[config.mk]
export PLATFORM = sky130hd
export DESIGN_NAME = btn_event_arbiter
export DESIGN_NICKNAME = d
export VERILOG_FILES = /design/src/rtl/btn_pkg.sv /design/src/rtl/btn_conditioner.sv /design/src/rtl/btn_event_arbiter.sv
export SDC_FILE = /design/constraint.sdc
export NUM_CORES = 1
export LEC_CHECK = 0
export BUFFER_PORTS_ARGS = -buffer_cell sky130_fd_sc_hd__buf_2
export CORE_UTILIZATION = 56
export CTS_BUF_LIST = sky130_fd_sc_hd__clkbuf_4 sky130_fd_sc_hd__clkbuf_8
export DETAILED_ROUTE_END_ITERATION = 10
export PLACE_DENSITY = 0.86
export SYNTH_ARGS = -nofsm -noshare
export SYNTH_HDL_FRONTEND = slang
export SYNTH_HIERARCHICAL = 1
export SYNTH_SLANG_ARGS = --single-unit
[constraint.sdc]
create_clock -name clk -period 4.7 [get_ports clk]
set_input_delay 0.47 -clock clk [delete_from_list [all_inputs] [get_ports clk]]
set_output_delay 0.47 -clock clk [all_outputs]
set_load 0.005 [all_outputs]
[src/rtl/btn_pkg.sv]
// Shared constants and helpers for the push-button front-end.
// Provides defaults, id width calculation and the round-robin picker.
package btn_pkg;

    localparam int DEF_N_BTN    = 4;
    localparam int DEF_DB_LEN   = 4;
    localparam int DEF_TICK_DIV = 100000;
    localparam int MAX_BTN      = 8;
    localparam int MAX_ID_W     = 3;

    // Width of a button index; never narrower than one bit.
    function automatic int id_w(input int n);
        return (n <= 2) ? 1 : $clog2(n);
    endfunction

    // First set bit of pend strictly after last, wrapping at n.
    // Walks from the farthest offset to the nearest so the nearest
    // pending index is the one left standing.
    function automatic int rr_select(
        input logic [MAX_BTN-1:0] pend,
        input int                 n,
        input int                 last
    );
        int idx;
        int res;
        res = last;
        for (int k = MAX_BTN; k >= 1; k--) begin
            if (k <= n) begin
                idx = (last + k) % n;
                if (pend[idx[MAX_ID_W-1:0]]) res = idx;
            end
        end
        return res;
    endfunction

endpackage

[src/rtl/btn_conditioner.sv]
// One button: 2-flop sync, tick-sampled debounce history, level, rise pulse.
// Ports: clk, rst_n, tick (shared sample strobe), btn_raw, level, edge_p.
module btn_conditioner
    import btn_pkg::*;
#(
    parameter int DB_LEN = DEF_DB_LEN
) (
    input  logic clk,
    input  logic rst_n,
    input  logic tick,
    input  logic btn_raw,
    output logic level,
    output logic edge_p
);

    logic              sync1;
    logic              sync2;
    logic              level_d;
    logic [DB_LEN-1:0] hist;
    logic [DB_LEN-1:0] hist_nxt;

    assign hist_nxt = {hist[DB_LEN-2:0], sync2};

    // Level decides on the shifted-in history so it changes on the
    // same tick that completes the run of agreeing samples.
    always_ff @(posedge clk or negedge rst_n) begin
        if (!rst_n) begin
            sync1   <= 1'b0;
            sync2   <= 1'b0;
            hist    <= '0;
            level   <= 1'b0;
            level_d <= 1'b0;
            edge_p  <= 1'b0;
        end else begin
            sync1   <= btn_raw;
            sync2   <= sync1;
            if (tick) begin
                hist <= hist_nxt;
                if (&hist_nxt) begin
                    level <= 1'b1;
                end else if (~|hist_nxt) begin
                    level <= 1'b0;
                end
            end
            level_d <= level;
            edge_p  <= level & ~level_d;
        end
    end

endmodule

[src/rtl/btn_event_arbiter.sv]
// Button front-end: conditions each button, queues presses as pending
// bits and round-robins them onto one valid/ready event port.
// Ports: clk, rst_n, btn_in, evt_valid/evt_id/evt_ready (event port),
//        evt_overrun (dropped-press pulses), btn_level (debounced levels).
module btn_event_arbiter
    import btn_pkg::*;
#(
    parameter int N_BTN    = DEF_N_BTN,
    parameter int DB_LEN   = DEF_DB_LEN,
    parameter int TICK_DIV = DEF_TICK_DIV
) (
    input  logic                     clk,
    input  logic                     rst_n,
    input  logic [N_BTN-1:0]         btn_in,
    output logic                     evt_valid,
    output logic [id_w(N_BTN)-1:0]   evt_id,
    input  logic                     evt_ready,
    output logic [N_BTN-1:0]         evt_overrun,
    output logic [N_BTN-1:0]         btn_level
);

    localparam int ID_W  = id_w(N_BTN);
    localparam int CNT_W = $clog2(TICK_DIV);

    logic [CNT_W-1:0]   tick_cnt;
    logic               tick;
    logic [N_BTN-1:0]   edge_p;
    logic [N_BTN-1:0]   pend;
    logic [N_BTN-1:0]   grant_oh;
    logic [MAX_BTN-1:0] pend_ext;
    logic [ID_W-1:0]    last_id;
    logic [ID_W-1:0]    sel_id;
    logic               load;

    assign tick = (tick_cnt == CNT_W'(TICK_DIV - 1));

    always_ff @(posedge clk or negedge rst_n) begin
        if (!rst_n) begin
            tick_cnt <= '0;
        end else if (tick) begin
            tick_cnt <= '0;
        end else begin
            tick_cnt <= tick_cnt + 1'b1;
        end
    end

    for (genvar i = 0; i < N_BTN; i++) begin : g_btn
        btn_conditioner #(
            .DB_LEN (DB_LEN)
        ) u_cond (
            .clk     (clk),
            .rst_n   (rst_n),
            .tick    (tick),
            .btn_raw (btn_in[i]),
            .level   (btn_level[i]),
            .edge_p  (edge_p[i])
        );
    end

    always_comb begin
        pend_ext             = '0;
        pend_ext[N_BTN-1:0]  = pend;
        sel_id   = ID_W'(rr_select(pend_ext, N_BTN, int'(last_id)));
        load     = (~evt_valid | evt_ready) & (|pend);
        grant_oh = '0;
        if (load) grant_oh[sel_id] = 1'b1;
    end

    // A granted bit is cleared unless a fresh edge re-arms it in the
    // same cycle; an edge on a bit that stays set is a lost press.
    always_ff @(posedge clk or negedge rst_n) begin
        if (!rst_n) begin
            pend        <= '0;
            evt_overrun <= '0;
        end else begin
            pend        <= (pend & ~grant_oh) | edge_p;
            evt_overrun <= edge_p & pend & ~grant_oh;
        end
    end

    always_ff @(posedge clk or negedge rst_n) begin
        if (!rst_n) begin
            evt_valid <= 1'b0;
            evt_id    <= '0;
            last_id   <= ID_W'(N_BTN - 1);
        end else if (load) begin
            evt_valid <= 1'b1;
            evt_id    <= sel_id;
            last_id   <= sel_id;
        end else if (evt_ready) begin
            evt_valid <= 1'b0;
        end
    end

endmodule

# ---- Yosys cells after proc, flatten, opt, wreduce, memory -nomap -nowiden
# Index checks and enable logic that the tools add are counted.
dict set report totals {
  ff_bits 62
  inputBits 7
}
dict set report op_classes {
  n_addsub 5
  order_cmp 6
  n_eq_ne 5
  mux 26
  bitwise 20
  reduce_logical 19
}
# cell count
set ops {}
lappend ops {{4-bit OR reduction} 5}
lappend ops {{17-bit by 1-bit adder with 17-bit output, second input constant} 1}
lappend ops {{17-bit == test, second input constant} 1}
lappend ops {{17-bit two-way mux} 1}
lappend ops {{3-bit by 4-bit < comparator with 1-bit output, second input constant} 4}
lappend ops {{4-bit AND reduction} 4}
lappend ops {{1-bit two-way mux} 15}
lappend ops {{4-bit AND} 3}
lappend ops {{1-bit binary-select mux with 3-bit select} 4}
lappend ops {{2-bit two-way mux} 4}
lappend ops {{2-bit by 1-bit != test with 1-bit output, second input constant} 4}
lappend ops {{2-bit AND reduction} 4}
lappend ops {{2-bit OR reduction} 4}
lappend ops {{1-bit AND} 5}
lappend ops {{1-bit inverter} 5}
lappend ops {{2-bit by 1-bit adder with 2-bit output, second input constant} 2}
lappend ops {{2-bit adder, second input constant} 2}
lappend ops {{1-bit AND, first input constant} 4}
lappend ops {{4-bit two-way mux} 1}
lappend ops {{4-bit inverter} 1}
lappend ops {{4-bit bitwise OR} 1}
lappend ops {{2-bit by 3-bit < comparator with 1-bit output, second input constant} 1}
lappend ops {{1-bit demux with 2-bit select} 1}
lappend ops {{2-bit by 1-bit greater-or-equal comparator with 1-bit output, second input constant} 1}
lappend ops {{other kinds (3)} 3}

# ---- Depth between registers and ports, before layout
dict set report logic_depth {
  ltp_word 17
  ltp_mapped 6
  ltp_nobuf 6
}

# ---- Cells and area by module
# The synthesis kept the hierarchy.
# module instances cells_each area_per_inst_um2 seq_area_each_um2
set modules_own_cells {}
lappend modules_own_cells {btn_event_arbiter 1 141 1428.9 753.2}
lappend modules_own_cells {btn_conditioner 4 15 269.0 200.2}

# ---- Worst setup path before layout
# OpenSTA, ideal clock, no wires.
dict set report synth_path {
  path_type {register to register}
  startpoint {register tick_cnt[0]}
  endpoint {register g_btn[0].u_cond.level}
  arrival_time_ps 2521
  required_ps 4579
  path_slack_ps 2058
  stages_incl_launch_ff 7
  path_buffers 0
  period_less_slack_ps 2642
  cell_sequence {dfrtp_1 -> ha_1 -> and3_1 -> nand2_1 -> nor3_2 -> or4b_1 -> a22o_1}
}
dict set report synth_between {
  elab_chain_len 2
}
# item line_no
set synth_rtl {}
lappend synth_rtl {{start, declared} btn_event_arbiter.sv:25} ;# logic [CNT_W-1:0] tick_cnt;
lappend synth_rtl {{start signal, assigned} btn_event_arbiter.sv:43} ;# tick_cnt <= tick_cnt + 1'b1;
lappend synth_rtl {{17-bit == test} btn_event_arbiter.sv:35} ;# assign tick = (tick_cnt == CNT_W'(TICK_DIV - 1));
lappend synth_rtl {{named net tick} btn_event_arbiter.sv:26} ;# logic tick;
lappend synth_rtl {{2-bit AND reduction (no source line)} -}
lappend synth_rtl {{end signal, assigned} btn_conditioner.sv:31} ;# level <= 1'b0;
lappend synth_rtl {{end signal, assigned} btn_conditioner.sv:40} ;# level <= 1'b1;
lappend synth_rtl {{end signal, assigned} btn_conditioner.sv:42} ;# level <= 1'b0;
lappend synth_rtl {{end, declared} btn_conditioner.sv:12} ;# output logic level,
# The timed path passes the listed nets, and every way through them passes these cells.
# A chain may end at the register's enable or synchronous reset.

# ---- Worst setup path after layout
# Same ends and word-level chain as after synthesis.

==> results.ini <==
[die]
num_rows = 23
die-height_um = 68.9
die_w_um = 68.9
io_pins = 18
core_um2 = 4140
initial_core_util_pct = 60.4
die_area_um2 = 4740

[global_routing]
grt_use_total_pct = 23.2
grt_pass1_vias = 1669
grt_pass1_wl_um = 7510
antenna_found_initial = 0
grt_overflow_total = 0
grt_start_max_net_pins = 63

[routing]
wl_met3_um = 200
drc_errors = 0
drtIter0Drc = 154
drtAntennaViolNets = 0
wl_met1_um = 2020
vias = 1666
wirelength_um = 4520
wl_per_cell_um = 15.9
top_layer = met4
dr.pass1.iters = 4
dr_wl_met2_um = 2200
routed_via_density = 5.87

[sta]
clock_skew_ns = 0.00928
finalHoldViolCount = 0
finalSetupTns_ns = 0
worst_slew_pin_slew_ns = 0.755
fin_crit_sh_pct = 48.3
setup_viol = 0
max_freq_ghz = 0.440
slew_headroom_pct = 49.7
min_period_ns = 2.27
rsz0062_at_grt = no
slew_viol_final = 0

[clocking]
cts.sinks = 62
cts_resized = 0
cts_root_buf = clkbuf_8
cts.path.max_buffers = 2
cts_tree = built
postCtsSetupRepairBufs = 0
cts_inserted_buffers = 9
path_clk_slew_ns = 0.07
htreeDepth = 3
clk_latency_ns = 0.34
cts_hold_buf = 0

[power]
comb_power_share_pct = 17.7
p_int_mw = 1.07
p_sw_share_pct = 26.7
ir_drop_mv = 0.322
pwr-share-clk_pct = 40.0
p_switching_mw = 0.390
p_seq_share_pct = 42.3
power_mw = 1.46
leakage_nw = 1.43
powerDensity_nw_per_um2 = 503

[worst_setup_path]
cp.required_ns = 4.93
end_kind = flop
r2r_start = tick_cnt[0]$_DFF_PN0_
crit_type = reg2reg
critPathArrivalTime_ns = 2.50
worst-path-max-fanout = 29
critPathLaunchType = flop
slowest_delay_ns = 0.48
slowest_stage = or4b_1
cp-startpoint = tick_cnt[0]$_DFF_PN0_
path_cells = ha_1 > and3_1 > nand2_1 > nor3_2 > buf_4 > or4b_1 > a22o_1

[yosys]
syn-num-nets = 209
ys_ff_latch = 62
syn_area_um2 = 2500
avgSynthCellArea_um2 = 12.5
async_flop_share_pct = 100
synth_edf_count = 0
synth_warnings = 6
syn_inst = 201
ys_seq_area_share_pct = 62.0
synthFlopType = dfrtp_1
synth.distinct_cells = 38

[job]
maxCapViolCount = 0

[layout]
n_antenna_cell = 0
area_growth_pct = 16.1
fin_nets = 237
drive_above_1_share_pct = 25.2
post-route-util_pct = 70.2

[worst_hold_path]
holdCritPathClass = in2reg
hp-start = btn_in[0]

[place]
hpwl_um = 2900
numPortBuffers = 17
place_congestion = 0.879

[outcome]
status = finished, final reports clean

==> worst max-delay path, delay by kind of cell (launching register included) <==
kind	cells	cell delay, ns
adder cells (fa/ha/maj)	1	0.22
AND/OR/NAND/NOR	4	1.02
flip-flops	1	0.42
buffers and inverters	1	0.32
AO/OA/AOI/OAI	1	0.19
==> cell type report <==
type                            count  area (µm²)
Sequential cell                    62        1550
Fill cell                         296        1230
Multi-Input combinational cell    135         928
Clock buffer                       13         166
Timing Repair Buffer               19         100
Clock inverter                      3        90.1
Tap cell                           50        62.6
Inverter                            2        7.51
==> cell usage after synthesis, types with 2 or more instances <==
master | number | area [µm²]
a21oi_1 | 2 | 10.0
a21oi_2 | 5 | 43.8
a22o_1 | 4 | 35.0
a31oi_1 | 4 | 25.0
a41o_1 | 4 | 40.0
and3_1 | 3 | 18.8
and4_1 | 2 | 17.5
dfrtp_1 | 60 | 1500
dfstp_2 | 2 | 52.6
inv_1 | 2 | 7.51
mux2_2 | 12 | 135
nand2_1 | 15 | 56.3
nand2b_1 | 6 | 37.5
nand3_1 | 7 | 35.0
nand4_1 | 5 | 31.3
nor2_1 | 22 | 82.6
nor2b_1 | 6 | 37.5
nor3_1 | 2 | 10.0
nor4_1 | 3 | 18.8
o21ai_0 | 2 | 10.0
or4b_1 | 4 | 40.0
xnor2_1 | 7 | 61.3
xor2_1 | 7 | 61.3
==> state kept, by name, indices dropped and copies added (netlist names), 2 cells and up <==
name / cells
g_btn.u_cond/level_d: 4
g_btn.u_cond/sync1: 4
tick_cnt: 17
evt_overrun: 4
g_btn.u_cond/level: 4
g_btn.u_cond/hist: 12
last_id: 2
pend: 4
evt_id: 2
g_btn.u_cond/sync2: 4
g_btn.u_cond/edge_p: 4
==> stage by stage <==
step | area, µm² | hold WS, ns | worst slack, ns | instances
floorplan | 2500 | 0.174 | 2.06 | 201
finish | 2910 | 0.239 | 2.43 | 284
CTS | 2910 | 0.221 | 2.44 | 284
global route | 2910 | 0.217 | 2.32 | 284
global placement | 2650 | 0.334 | 2.56 | 268
detailed placement | 2650 | 0.340 | 2.46 | 268
==> metal layers <==
metal,track usage (%),vias to the layer above
met5,0,-
met4,11.7,0
met3,9.54,12
met2,35.8,52
met1,28.0,822
li1,-,780
==> layout by cell type (no fill, tap or decap), types with 2 or more instances in the layout <==
master,Yosys,final
nand2_1,15,15
and4_1,2,2
nor2_1,22,22
o21ai_0,2,2
buf_4,0,2
nand4_1,5,5
dfstp_2,2,2
inv_1,2,2
nor2b_1,6,6
nand3_1,7,7
a21oi_1,2,2
dfrtp_1,60,60
or4b_1,4,4
clkbuf_8,0,11
a22o_1,4,4
nand2b_1,6,6
xor2_1,7,7
nor3_1,2,2
nor4_1,3,3
bufinv_16,0,3
a21oi_2,5,5
and3_1,3,3
xnor2_1,7,7
a31oi_1,4,4
mux2_2,12,12
a41o_1,4,4
clkbuf_4,0,2
buf_2,0,17
==> power groups by stage <==
| stage | clock network (mW) | logic, mW | registers, mW |
|---|---|---|---|
| 2_1_floorplan | 0 | 0.202 | 0.611 |
| 3_3_place_gp | 0 | 0.242 | 0.623 |
| 3_5_place_dp | 0 | 0.255 | 0.626 |
| 4_1_cts | 0.597 | 0.259 | 0.616 |
| 5_1_grt | 0.619 | 0.289 | 0.625 |
| 6_report | 0.585 | 0.259 | 0.618 |
==> cells by family after synthesis <==
kind of cell	synth area share, %
xor gates and xnor gates	4.90
DFF	62.0
muxes	5.39
adders and majority gates	0.499
and+or+nand+nor	17.7
AOI/OAI and AO/OA	8.59
buffers and inverters	0.899
==> path summary, 6_finish.rpt <==
path | to | depth (start not counted) | slack [ns]
setup / recovery | g_btn[0].u_cond/level$_DFFE_PN0P_ | 7 | 2.43
hold / removal | g_btn[0].u_cond/sync1$_DFF_PN0_ | 1 | 0.24
setup reg to reg | g_btn[0].u_cond/level$_DFFE_PN0P_ | 7 | 2.43
min in group asynchronous | evt_valid$_DFFE_PN0P_ | 2 | 0.29
max in group asynchronous | g_btn[0].u_cond/sync2$_DFF_PN0_ | 2 | 3.91
hold reg to reg | g_btn[1].u_cond/sync2$_DFF_PN0_ | 0 | 0.35
(Power assumes the default switching activity.)
